--- config.mk ---
export PLATFORM = sky130hd
export DESIGN_NAME = code_filter
export DESIGN_NICKNAME = d
export VERILOG_FILES = /design/src/rtl/code_filter.sv
export SDC_FILE = /design/constraint.sdc
export NUM_CORES = 1
export LEC_CHECK = 0
export BUFFER_PORTS_ARGS = -buffer_cell sky130_fd_sc_hd__buf_4
export CAP_MARGIN = 0
export CORE_MARGIN = 1
export CORE_UTILIZATION = 53
export CTS_CLUSTER_SIZE = 14
export DETAILED_ROUTE_END_ITERATION = 10
export PLACE_DENSITY = 0.78
export RECOVER_POWER = 50
export SYNTH_ARGS = -nofsm -noshare
export SYNTH_HDL_FRONTEND = slang
export SYNTH_SLANG_ARGS = --single-unit
--- constraint.sdc ---
create_clock -name clk -period 3.1 [get_ports clk]
set_input_delay 0.465 -clock clk [delete_from_list [all_inputs] [get_ports clk]]
set_output_delay 0.465 -clock clk [all_outputs]
set_load 0.02 [all_outputs]
--- src/rtl/code_filter.sv ---
// Windowed filter for SAR bias codes: averages 2^LOG2N fine codes that share one coarse code
// and reports mean, coarse code and spread through a single-entry valid/ready output register.
module code_filter #(
    parameter int unsigned LOG2N = 3
) (
    input  logic       clk,
    input  logic       reset,
    input  logic       done_i,
    input  logic [7:0] ib_i,
    input  logic [7:0] ibf_i,
    input  logic       clear_i,
    input  logic       ready_i,
    output logic       valid_o,
    output logic [7:0] avg_o,
    output logic [7:0] coarse_o,
    output logic [7:0] span_o,
    output logic       overrun_o
);
    localparam int unsigned N  = 1 << LOG2N;
    localparam int unsigned AW = 8 + LOG2N;
    localparam int unsigned CW = LOG2N + 1;

    logic          done_q;
    logic [AW-1:0] acc_q, acc_d;
    logic [CW-1:0] cnt_q, cnt_d;
    logic [7:0]    ib_ref_q, ib_ref_d, mn_q, mn_d, mx_q, mx_d;
    logic          valid_q, valid_d, ovr_q, ovr_d;
    logic [7:0]    avg_q, avg_d, coarse_q, coarse_d, span_q, span_d;

    logic          stb, same_ib, win_done;
    logic [AW-1:0] acc_sum;
    logic [CW-1:0] cnt_inc;
    logic [7:0]    mn_new, mx_new;
    logic [AW:0]   avg_wide, avg_shift;

    assign stb      = done_i & ~done_q;
    assign same_ib  = (cnt_q != '0) && (ib_i == ib_ref_q);
    assign acc_sum  = acc_q + AW'(ibf_i);
    assign cnt_inc  = cnt_q + CW'(1);
    assign mn_new   = (ibf_i < mn_q) ? ibf_i : mn_q;
    assign mx_new   = (ibf_i > mx_q) ? ibf_i : mx_q;
    assign win_done = stb & ~clear_i & same_ib & (cnt_inc == CW'(N));
    // One extra bit so the rounding constant can never wrap the full-window sum.
    assign avg_wide  = {1'b0, acc_sum} + (AW+1)'(N / 2);
    assign avg_shift = avg_wide >> LOG2N;

    always_comb begin
        acc_d    = acc_q;
        cnt_d    = cnt_q;
        ib_ref_d = ib_ref_q;
        mn_d     = mn_q;
        mx_d     = mx_q;
        valid_d  = valid_q;
        ovr_d    = ovr_q;
        avg_d    = avg_q;
        coarse_d = coarse_q;
        span_d   = span_q;

        if (clear_i) begin
            acc_d = '0;
            cnt_d = '0;
            mn_d  = '0;
            mx_d  = '0;
            ovr_d = 1'b0;
        end else if (stb) begin
            if (same_ib) begin
                acc_d = acc_sum;
                mn_d  = mn_new;
                mx_d  = mx_new;
                cnt_d = win_done ? '0 : cnt_inc;
            end else begin
                acc_d    = AW'(ibf_i);
                mn_d     = ibf_i;
                mx_d     = ibf_i;
                ib_ref_d = ib_i;
                cnt_d    = CW'(1);
            end
        end

        // A result loads if the slot is empty or being drained this cycle; otherwise it is lost.
        if (win_done) begin
            if (!valid_q || ready_i) begin
                valid_d  = 1'b1;
                avg_d    = avg_shift[7:0];
                coarse_d = ib_ref_q;
                span_d   = mx_new - mn_new;
            end else begin
                ovr_d = 1'b1;
            end
        end else if (valid_q && ready_i) begin
            valid_d = 1'b0;
        end
    end

    always_ff @(posedge clk or posedge reset) begin
        if (reset) begin
            done_q   <= 1'b1;
            acc_q    <= '0;
            cnt_q    <= '0;
            ib_ref_q <= '0;
            mn_q     <= '0;
            mx_q     <= '0;
            valid_q  <= 1'b0;
            ovr_q    <= 1'b0;
            avg_q    <= '0;
            coarse_q <= '0;
            span_q   <= '0;
        end else begin
            done_q   <= done_i;
            acc_q    <= acc_d;
            cnt_q    <= cnt_d;
            ib_ref_q <= ib_ref_d;
            mn_q     <= mn_d;
            mx_q     <= mx_d;
            valid_q  <= valid_d;
            ovr_q    <= ovr_d;
            avg_q    <= avg_d;
            coarse_q <= coarse_d;
            span_q   <= span_d;
        end
    end

    assign valid_o   = valid_q;
    assign avg_o     = avg_q;
    assign coarse_o  = coarse_q;
    assign span_o    = span_q;
    assign overrun_o = ovr_q;
endmodule

==> results of run 1 <==
worst max-delay path: cells and delay by family (launching register included):
family / cells / cell delay [ps]
AO/OA/AOI/OAI: 7 / 980
buffers and inverters: 3 / 260
adder cells (fa/ha/maj): 3 / 800
flip-flops: 1 / 360
AND/OR/NAND/NOR: 3 / 260
XOR/XNOR: 1 / 190
registers in the layout (all words and copies together) (netlist names):
signal	flops
valid_o	1
mx_q	8
overrun_o	1
cnt_q	4
coarse_o	8
done_q	1
ib_ref_q	8
mn_q	8
span_o	8
acc_q	11
avg_o	8
power by group:
part           switching, mW  leakage [nW]  internal (mW)
clock                  0.339        0.0958          0.366
sequential            0.0325         0.892          0.897
combinational          0.311          1.50          0.286
total                  0.683          2.49           1.55
cells in the mapped netlist, types with 2 or more instances:
cell	number
sky130_fd_sc_hd__mux2_4	10
sky130_fd_sc_hd__a41oi_1	5
sky130_fd_sc_hd__nand3_1	7
sky130_fd_sc_hd__a21boi_0	2
sky130_fd_sc_hd__a21oi_1	26
sky130_fd_sc_hd__ha_1	34
sky130_fd_sc_hd__nor2_1	17
sky130_fd_sc_hd__buf_6	4
sky130_fd_sc_hd__or2_2	2
sky130_fd_sc_hd__mux2_2	13
sky130_fd_sc_hd__a22o_1	17
sky130_fd_sc_hd__nor2b_1	4
sky130_fd_sc_hd__o211ai_1	3
sky130_fd_sc_hd__dfrtp_1	65
sky130_fd_sc_hd__xor2_1	14
sky130_fd_sc_hd__clkbuf_1	6
sky130_fd_sc_hd__nand2_1	45
sky130_fd_sc_hd__o21ai_0	25
sky130_fd_sc_hd__fa_1	2
sky130_fd_sc_hd__xnor2_1	17
sky130_fd_sc_hd__o21ai_1	15
sky130_fd_sc_hd__nor3_1	2
sky130_fd_sc_hd__nor4_1	2
sky130_fd_sc_hd__nand4_1	4
sky130_fd_sc_hd__a21o_1	7
sky130_fd_sc_hd__o22ai_1	2
sky130_fd_sc_hd__mux2i_1	10
sky130_fd_sc_hd__inv_1	29
sky130_fd_sc_hd__nor3b_1	2
cells in the final DEF (no fill, tap or decap), types with 4 or more instances in the layout:
| cell | n |
|---|---|
| sky130_fd_sc_hd__a21o_1 | 7 |
| sky130_fd_sc_hd__clkbuf_8 | 9 |
| sky130_fd_sc_hd__nor2_1 | 17 |
| sky130_fd_sc_hd__clkinv_2 | 4 |
| sky130_fd_sc_hd__buf_4 | 83 |
| sky130_fd_sc_hd__a21oi_1 | 20 |
| sky130_fd_sc_hd__o21ai_1 | 17 |
| sky130_fd_sc_hd__a22o_1 | 17 |
| sky130_fd_sc_hd__inv_1 | 28 |
| sky130_fd_sc_hd__mux2_2 | 13 |
| sky130_fd_sc_hd__a21oi_2 | 6 |
| sky130_fd_sc_hd__nand4_1 | 4 |
| sky130_fd_sc_hd__xor2_1 | 14 |
| sky130_fd_sc_hd__mux2_4 | 10 |
| sky130_fd_sc_hd__mux2i_1 | 10 |
| sky130_fd_sc_hd__clkbuf_1 | 13 |
| sky130_fd_sc_hd__ha_1 | 30 |
| sky130_fd_sc_hd__nor2b_1 | 4 |
| sky130_fd_sc_hd__o21ai_0 | 20 |
| sky130_fd_sc_hd__xnor2_1 | 17 |
| sky130_fd_sc_hd__nand3_1 | 7 |
| sky130_fd_sc_hd__nand2_1 | 45 |
| sky130_fd_sc_hd__dfrtp_1 | 65 |
final timing paths:
| kind | endpoint | cells after the start | slack, ps |
|---|---|---|---|
| setup / recovery | span_o[6] | 17 | 110 |
| hold / removal | done_q | 1 | 240 |
| setup reg to reg | span_o[6] | 17 | 110 |
| hold reg to reg | span_o[2] | 2 | 490 |
| max in group asynchronous | mn_q[0] | 3 | 1440 |
| min in group asynchronous | coarse_o[0] | 3 | 680 |
what timing repair did:
item | 4_1_cts | 5_1_grt
resized for setup | 3 | 24
pin swaps | 1 | 6
gates cloned | 0 | 0
setup buffers | 0 | 6
setup endpoints to repair | 1 | 4
cells by family (layout without fill, tap and decap cells):
family	after synthesis	after routing	share of synthesized area
AOI/OAI and AO/OA	110	110	0.172
muxes	33	33	0.0972
DFF	66	66	0.405
adders and majority gates	36	36	0.114
xor gates and xnor gates	31	31	0.0666
buffers and inverters	39	144	0.0432
and+or+nand+nor	91	91	0.102
stage by stage:
step,utilization,instances
floorplan,-,406
global placement,0.661,588
detailed placement,0.661,588
CTS,0.688,604
global route,0.702,610
finish,0.702,610
cell type report:
type                            instances  area [um2]
Multi-Input combinational cell        301        2370
Timing Repair Buffer                   99         707
Fill cell                             532        2180
Clock buffer                           10         128
Clock inverter                          6        57.6
Sequential cell                        66        1650
Tap cell                               99         124
Inverter                               29         109
per-layer routing:
metal | vias up | wire (um) | part of all wire | GRT usage
li1 | 1649 | - | - | -
met5 | - | 0 | 0 | 0
met1 | 1709 | 4680 | 0.46 | 0.353
met3 | 16 | 506 | 0.050 | 0.0423
met4 | 0 | 213 | 0.021 | 0.115
met2 | 112 | 4760 | 0.47 | 0.397
==> results.txt, run 1 <==
* Worst min path class: input port to register
- Total non-filler cell area in the finished layout: 5150 um2
- Dividing total power by cell area gives a power density of 434 nW/um2.
- Final #Nets: 563
- Worst max-slew margin expressed relative to the limit: -0.0846
* Worst Setup Start Kind: register
- Static timing analysis puts the maximum clock frequency at 0.334 GHz.
* Worst hold path startpoint: done_i
- Site row count: 31
- The number of failing hold endpoints at the final stage is 0.
- Final setup violation count: 0
* Count of buffers inserted at the top-level ports: 46
- GP Congestion: 0.926
- For this run, the total global-route usage over all layers was measured as 0.256.
* Worst slack on hold paths: 243 ps
- Clock tree synthesis inserted a total of 9 buffers.
- In this run the standard cell core region covers 7330 um2.
* Total leakage power: 2.49 nW
- The initial utilization of the core area, before any placement, comes to 0.556.
* Slew @ Worst Pin: 1630 ps
- The tool flagged a number of max-cap violations equal to 1.
- The synthesized design contains 66 register bits.
- Before CTS, the worst setup slack after placement is -155 ps.
- Violations in the final reports: capacitance limit, slew limit
* Die area: 8050 um2
- Worst-path cell chain: inv_1 > ha_1 > nor2b_1 > o211ai_1 > a21oi_2 > o22ai_4 > buf_6 > nor2_1 > a21oi_2 > ha_2 > inv_1 > fa_2 > nand2_1 > a31oi_1 > a311oi_2 > xor2_1 > o21ai_1
- The first global-routing pass estimated 16300 um of wire.
* Clock slew at the register clock pins of the worst setup and hold paths: 80 ps
* Area of the mapped netlist: 4080 um2
* Netlist cell types: 44
* Gr ovfl total: 0
- The Yosys step of the flow raised 0 warnings.
- After layout, the design draws a total of 2.23 mW.
* Vias per Instance: 5.71
- Of all nets on the critical path, the largest fanout is 5.
- Total nets after synthesis: 463
* Most frequently used flop master after synthesis: sky130_fd_sc_hd__dfrtp_1
* DRC violation count after routing: 0
- The share of the Yosys chip area taken by registers is 0.405.
* Cell type with the largest total area after synthesis: sky130_fd_sc_hd__dfrtp_1
- Worst supply voltage drop on vdd: 0.000228 V
* Layout cell share with drive strength beyond 1: 0.292
* Hold buffers post-CTS: 0
* Vias after detailed routing: 3486
- Critical path's largest stage delay: 360 ps
* Critical Path AT: 3220 ps
- Yosys mapped a number of flops with a built-in enable equal to 0.
* Maximum buffer depth of the clock tree: 2
- Type of the setup path with the least slack: register to register
- Clock H-tree levels: 3
* Vias in the first global route: 3406
* Share of synthesized flip-flops with an asynchronous set or reset: 1.00
- Final period utilization: 0.966
- DIE WIDTH: 89.7 um
* Pins Over Slew Limit: 67
- Clock skew on the completed layout was measured at 9.31 ps.
- Top cells by area, synth: sky130_fd_sc_hd__dfrtp_1, sky130_fd_sc_hd__ha_1, sky130_fd_sc_hd__nand2_1
* Io pins: 47
- Critical path origin: mx_q[1]
- The first detailed-routing pass ran for 5 iterations.
- Worst reg2reg startpoint: mx_q[1]
* Placement-stage cell area: 4850 um2
* Area growth from synthesis to layout: 26.2%
- Setup repair after global routing could not meet its margin everywhere.
* Post-synthesis average cell area: 10.0 um2
- The slowest stage of the critical path belongs to the cell sky130_fd_sc_hd__dfrtp_1.
* Wirelength per Cell: 16.6 um
- TritonCTS built the clock tree.
- The wire-length estimate of the detail-placed layout is 7140 um.
* Setup_tns: 0 ps
- Data on the critical path is required at its endpoint by 3330 ps.
- The initial antenna violation count was 0.
- Entering global routing, the biggest net connects 67 pins.
- Final Routed Wirelength: 10200 um
- Buffer cell driving the clock tree root: sky130_fd_sc_hd__clkbuf_8
* Clock latency on the worst-skew pair: 350 ps
- Setup slack on the critical path of the routed design comes to 107 ps.
- Status: finished with violations
- After technology mapping, the gate count stands at 406.
* Count of antenna-violating nets left after detailed routing: 0
- Number of violations reported at the end of detailed-routing iteration 0: 214
- Number of clock sinks: 66
* # diodes: 0
- STA classifies the critical path endpoint as a register.
- Die height: 89.7 um
- Of the post-synthesis cell area, the dominant cell type holds 0.399.
- Final min period: 2990 ps
Note: power is estimated with default switching activity, not from simulation.
==> inputs of run 2 (changes only) <==
==> constraint.sdc (replaced) <==
create_clock -name clk -period 3.1 [get_ports clk]
set_input_delay 0.62 -clock clk [delete_from_list [all_inputs] [get_ports clk]]
set_output_delay 0.62 -clock clk [all_outputs]
set_load 0.02 [all_outputs]
==> results.txt, run 2 (same netlist as run 1, synthesis figures left out) <==
- The initial antenna violation count was 0 (unchanged).
- The maximum number of pins on one net before global-route repair was 31 (-54%).
- Clock tree from TritonCTS: yes
- Count of buffers inserted at the top-level ports: 46 (unchanged)
* Die height: 89.7 um (unchanged)
- The max-slew violation count came to 0 (-100%).
- Buffer cell driving the clock tree root: sky130_fd_sc_hd__clkbuf_8
- The met1 track demand over resource in global routing was 0.354 (+0.00143).
- Buffers & Inverters on Critical Path: 3 (unchanged)
- The fraction of layout instances using a drive strength above 1 came to 0.350 (+0.0579).
* Number of violations reported at the end of detailed-routing iteration 0: 177 (-17%)
* Commonest non-fill, non-tap cell in the layout: sky130_fd_sc_hd__buf_4
* Vias after detailed routing: 3541 (+1.6%)
* Register ranked first by flip-flop count: acc_q
- The met2 global-route usage was 0.428 (+0.0308).
- Io pins: 47 (unchanged)
- The critical path is of the register to register type.
- Vias per Instance: 5.59 (-2.3%)
- Die area: 8050 um2 (unchanged)
- The worst path required time came to 3340 ps (about the same).
* Max cap viols: 0 (-1)
* Worst min path class: input port to register
- The post-detailed-route DRC marker count is 0 (unchanged).
* Final Hold Viols: 0 (unchanged)
- The normalized max-slew margin was 0.258 (+0.343).
- CP max FO: 6 (+1)
* CP top delay family: compound AO/OA/AOI/OAI gates
- The areal power density over the cells came to 413 nW/um2 (-4.8%).
- Final Routed Wirelength: 10600 um (+4.6%)
- Busiest layer in global routing: met2
- First-pass GRT wire length: 17000 um (+4.5%)
- The maximum clock insertion buffer count is 2 (unchanged).
* Setup slack after placement: -257 ps (-103 ps)
* Site row count: 31 (unchanged)
- The part of the cycle the worst path needs came to 0.971 (+0.00541).
- The final number of setup-violating endpoints came to 0 (unchanged).
* Final min period: 3010 ps (+16.8 ps)
* Initial core utilization: 0.556 (unchanged)
- The weighted congestion reported at the end of routability-driven placement was 0.974 (+5.2%).
* Crit. End Element: register
- The stage delay of the slowest cell on the critical path is 390 ps (+30 ps).
- Vias in the first global route: 3503 (+2.8%)
- On the critical path, the stage with the largest delay is an instance of sky130_fd_sc_hd__fa_2.
- Global-route usage over all layers: 0.267 (+0.0108)
- The non-filler instance count after layout was 634 (+3.9%).
- Area growth from synthesis to layout: 32.7%
- Walking the worst path, the cells encountered are inv_1 > ha_4 > nand4_1 > a21oi_2 > o22ai_4 > buf_4 > nand2_1 > o21ai_1 > buf_4 > fa_2 > nand2_1 > a31oi_1 > a311oi_1 > xor2_1 > o21ai_1.
- DP Wirelength: 7530 um (+5.5%)
* Status: complete, no violations
- Count of antenna-violating nets left after detailed routing: 0 (unchanged)
- Maximum achievable frequency: 0.332 GHz (-0.56%)
* Worst supply voltage drop on vdd: 0.000222 V (-2.5%)
- Post-placement cell count: 606 (+3.1%)
- The filler cell count was 520 (-2.3%).
- Gr ovfl total: 0 (unchanged)
* Total leakage power: 2.62 nW (+5.0%)
- The overall power was 2.23 mW (+0.10%).
- # diodes: 0 (unchanged)
* Number of clock sinks: 66 (unchanged)
- Final #Nets: 587 (+4.3%)
* Met3 track demand over resource in global routing: 0.0694 (+0.0271)
* Clock latency on the worst-skew pair: 360 ps (about the same)
* Wirelength per Cell: 16.7 um (+0.60%)
* Clock slew at the register clock pins of the worst setup and hold paths: 70 ps (about the same)
- Flip-flop count of the largest register after layout: 11 (unchanged)
- The worst hold slack came to 370 ps (+128 ps).
* Clock H-tree levels: 3 (unchanged)
- Number of detailed-route iterations in the first pass: 4 (-1)
* Inserted Clock Buffers: 9 (unchanged)
* Final worst setup slack: 90.0 ps (-16.8 ps)
- The worst-case clock skew was 12.5 ps (+3.20 ps).
- The total core area was 7330 um2 (unchanged).
- The worst endpoint data arrival time was 3250 ps (+30 ps).
* Worst Setup Start Kind: register
- In the layout the commonest cells are sky130_fd_sc_hd__buf_4, sky130_fd_sc_hd__dfrtp_1, sky130_fd_sc_hd__nand2_1.
- Slew @ Worst Pin: 1110 ps (-516 ps)
* DIE WIDTH: 89.7 um (unchanged)
-- run 2: path summary, 6_finish.rpt --
path / from / endpoint / slack [ps] / cells after the start
max: mx_q[6] / span_o[6] / 90 / 15
min: done_i / done_q / 370 / 1
max reg2reg: mx_q[6] / span_o[6] / 90 / 15
min reg2reg: span_o[4] / span_o[4] / 490 / 2
max in group asynchronous: reset / span_o[2] / 990 / 3
min in group asynchronous: reset / ib_ref_q[0] / 550 / 2
-- run 2: metal layers --
metal	part of all wire	vias up
li1	-	1690
met1	0.44	1718
met2	0.47	105
met3	0.059	28
met4	0.025	0
met5	0	-
-- run 2: area by class of cell --
type,instances,area [um2],share of cell area
Clock inverter,6,43.8,0.00809
Inverter,29,109,0.0201
Multi-Input combinational cell,301,2460,0.454
Clock buffer,10,128,0.0236
Timing Repair Buffer,123,897,0.166
Sequential cell,66,1650,0.305
Tap cell,99,124,0.0229
-- run 2: power breakdown --
part	internal [mW]	total (mW)	switching (mW)	leakage [nW]
Combinational	0.331	0.654	0.323	1.64
Clock	0.291	0.651	0.360	0.0862
Sequential	0.897	0.930	0.0326	0.892
-- run 2: metrics by stage --
stage / instance area, um2 / util / TNS (ps)
CTS: 5220 / 0.711 / 0
global placement: 5040 / 0.687 / -886
global route: 5410 / 0.739 / -15.8
detailed placement: 5040 / 0.687 / -1480
floorplan: 4170 / - / -137
finish: 5410 / 0.739 / 0
-- run 2: timing repair --
action                                  in CTS  in global routing
pin swaps                                    2                 10
hold buffers                                 0                  0
resized for setup                            1                 30
endpoints found under the setup margin       1                  9
setup buffers                                1                 11
-- run 2: worst reg2reg max path: stages (launching register included) --
cell and delay (ps):
sky130_fd_sc_hd__dfrtp_1 370, sky130_fd_sc_hd__inv_1 90, sky130_fd_sc_hd__ha_4 270, sky130_fd_sc_hd__nand4_1 240, sky130_fd_sc_hd__a21oi_2 250, sky130_fd_sc_hd__o22ai_4 120
sky130_fd_sc_hd__buf_4 160, sky130_fd_sc_hd__nand2_1 50, sky130_fd_sc_hd__o21ai_1 80, sky130_fd_sc_hd__buf_4 150, sky130_fd_sc_hd__fa_2 390, sky130_fd_sc_hd__nand2_1 70
sky130_fd_sc_hd__a31oi_1 50, sky130_fd_sc_hd__a311oi_1 330, sky130_fd_sc_hd__xor2_1 190, sky130_fd_sc_hd__o21ai_1 90
==> inputs of run 3 (changes only) <==
--- a/config.mk
+++ b/config.mk
@@ -8,10 +8,10 @@
 export BUFFER_PORTS_ARGS = -buffer_cell sky130_fd_sc_hd__buf_4
 export CAP_MARGIN = 0
 export CORE_MARGIN = 1
-export CORE_UTILIZATION = 53
+export CORE_UTILIZATION = 59
 export CTS_CLUSTER_SIZE = 14
 export DETAILED_ROUTE_END_ITERATION = 10
-export PLACE_DENSITY = 0.78
+export PLACE_DENSITY = 0.82
 export RECOVER_POWER = 50
 export SYNTH_ARGS = -nofsm -noshare
 export SYNTH_HDL_FRONTEND = slang
==> constraint.sdc (replaced) <==
create_clock -name clk -period 3.4 [get_ports clk]
set_input_delay 0.68 -clock clk [delete_from_list [all_inputs] [get_ports clk]]
set_output_delay 0.68 -clock clk [all_outputs]
set_load 0.02 [all_outputs]
==> results.txt, run 3 (same netlist as run 1, synthesis figures left out) <==
* Total leakage power: 2.40 nW (-8.3%)
- Final #Nets: 546 (-7.0%)
- Count of buffers inserted at the top-level ports: 46 (unchanged)
* Final min period: 3200 ps
- The boundary pin count is 47 (unchanged).
- The setup slack of the critical path after layout came to 198 ps (+108 ps).
- Worst supply voltage drop on vdd: 0.000218 V (-1.7%)
- Critical path's largest stage delay: 300 ps (-90 ps)
* Clock latency on the worst-skew pair: 350 ps (about the same)
* CP max FO: 6 (unchanged)
- The overall die width came to 85.1 um (-5.1%).
* Global-route usage over all layers: 0.287 (+0.0201)
- Most frequent CP cell: sky130_fd_sc_hd__a21oi_1
* Number of detailed-route iterations in the first pass: 5 (+1)
* # diodes: 0 (unchanged)
* Maximum achievable frequency: 0.312 GHz
- Area occupied by multi-input gates: 2260 um2 (-8.1%)
- Clock tree synthesis selected as its root buffer the cell sky130_fd_sc_hd__clkbuf_8.
- Worst Reg-to-Reg Cells: 15 (unchanged)
- The effective utilization at floorplan was 0.628 (+0.0716).
- Area growth from synthesis to layout: 19.8%
- Violations in the final reports: capacitance limit, slew limit
- Clock tree from TritonCTS: yes
- The final instance area is 4890 um2 (-9.7%).
- The filler cell count came to 452 (-13%).
- Required time at the endpoint of the critical path: 3610 ps (+270 ps)
- RSZ-0062 raised after global routing: no
* Slew @ Worst Pin: 1550 ps (+439 ps)
- The via total after detailed routing is 3399 (-4.0%).
- The global-route wire length before repair is 16100 um (-5.4%).
* Inserted Clock Buffers: 9 (unchanged)
* Total core area: 6490 um2 (-11%)
- The min-delay analysis places its worst path in the category input port to register.
- Dividing the final minimum period by the clock period gives 0.942.
* Register ranked first by flip-flop count: acc_q
- Worst slack on hold paths: 464 ps (+93.3 ps)
- For hold timing, the worst endpoint is done_q.
- The worst endpoint data arrival time is 3410 ps (+160 ps).
- Final setup violation count: 0 (unchanged)
* Worst Setup Start Kind: input port
- Total power density per cell area: 393 nW/um2 (-4.8%)
* Pins Over Slew Limit: 36 (+36)
- Hold path depth: 1 (unchanged)
- The initial antenna violation count was 0 (unchanged).
* Type of the setup path with the least slack: input port to register
- The instance area at placement was 4750 um2 (-5.8%).
- The clock-pin slew reported for the worst setup and hold paths after clock tree synthesis was 70 ps (about the same).
- DP Wirelength: 7120 um (-5.5%)
- Worst hold path startpoint: done_i
- Final Hold Viols: 0 (unchanged)
- The number of global-route vias before repair came to 3366 (-3.9%).
* Sequential cell area: 1650 um2 (unchanged)
- The worst-case clock skew was 10.5 ps (-1.96 ps).
* Site row count: 29 (-6.5%)
* Layout cell share with drive strength beyond 1: 0.241 (-0.109)
* Number of violations reported at the end of detailed-routing iteration 0: 193 (+9.0%)
- Setup_tns: 0 ps (unchanged)
- Setup slack after placement: -133 ps (+124 ps)
- The maximum level of the CTS H-tree was 3 (unchanged).
- Final Routed Wirelength: 9480 um (-11%)
- The post-detailed-route DRC marker count is 0 (unchanged).
* Wirelength per Cell: 16.6 um (-0.83%)
- Worst reg2reg endpoint: span_o[7]
- The weighted congestion reported at the end of routability-driven placement was 1.03 (+5.9%).
- The count of maximum capacitance violations is 1 (+1).
- Largest net degree at the start of global routing: 39 (+26%)
- The normalized max-slew margin was -0.0348 (-0.293).
- Flip-flop count of the largest register after layout: 11 (unchanged)
- Number of clock sinks: 66 (unchanged)
- Maximum buffer depth of the clock tree: 2 (unchanged)
* Commonest non-fill, non-tap cells in the layout: sky130_fd_sc_hd__buf_4, sky130_fd_sc_hd__dfrtp_1, sky130_fd_sc_hd__nand2_1
* Worst reg2reg startpoint: mx_q[1]
* Worst-path cell chain: buf_4 > ha_1 > a21oi_1 > o21ai_0 > a41oi_1 > o21ai_2 > a21oi_1 > ha_1 > a21o_1 > a21oi_1 > a21oi_1 > a41oi_1 > xnor2_1 > o21ai_1
* Die height: 85.1 um (-5.1%)
- The mean number of vias per cell is 5.95 (+6.6%).
* Commonest non-fill, non-tap cell in the layout: sky130_fd_sc_hd__buf_4
- The slowest stage of the critical path is the sky130_fd_sc_hd__ha_1 cell.
* Status: finished with violations
- Gr ovfl total: 0 (unchanged)
- Die area: 7250 um2 (-9.9%)
- The count of antenna-violating nets left after detailed routing was 0 (unchanged).
- The slack of the worst reg-to-reg path is 220 ps (+130 ps).
* Crit. End Element: register
- The end-of-flow core utilization is 0.752 (+0.0139).
## run 3: timing repair
item | in CTS | in global routing
gates resized for setup | 0 | 0
endpoints found under the setup margin | 0 | 1
buffers inserted | 0 | 0
hold buffers | 0 | 0
## run 3: worst max-delay path by stage
stage,from,to,slack (ps),cells past startpoint
finish,ibf_i[2],span_o[7],200,14
global route,ibf_i[2],span_o[6],10,14
CTS,ibf_i[2],span_o[7],220,14
detailed placement,ibf_i[2],span_o[6],-130,14
global placement,ibf_i[2],span_o[6],1,14
floorplan,ibf_i[2],span_o[7],20,15
## run 3: routing by layer
metal	vias to the layer above	global-route usage	part of all wire
met4	0	0.122	0.024
met5	-	0	0
li1	1615	-	-
met3	26	0.0447	0.057
met1	1628	0.411	0.47
met2	130	0.435	0.45
## run 3: stage by stage
stage / std cells / total power [mW]
final: 571 / 1.92
after global routing: 571 / 2.01
after CTS: 571 / 1.93
after detailed placement: 555 / 1.33
after global placement: 555 / 1.31
after floorplan: 406 / 1.16
## run 3: layout make-up
type / instances / area share
Tap cell: 77 / 0.0197
Clock buffer: 9 / 0.0253
Multi-Input combinational cell: 301 / 0.462
Clock inverter: 7 / 0.0113
Inverter: 29 / 0.0223
Sequential cell: 66 / 0.338
Timing Repair Buffer: 82 / 0.121
## run 3: power by group
group          internal (mW)  leakage [nW]  switching, mW
Clock                  0.267        0.0741          0.327
Sequential             0.818         0.892         0.0309
Combinational          0.225          1.43          0.252
## run 3: critical path, delay by kind of cell
kind,cells,cell delay (ps)
fa+ha+maj,2,590
compound gates,10,1850
buf+inv,1,130
xor+xnor,1,170
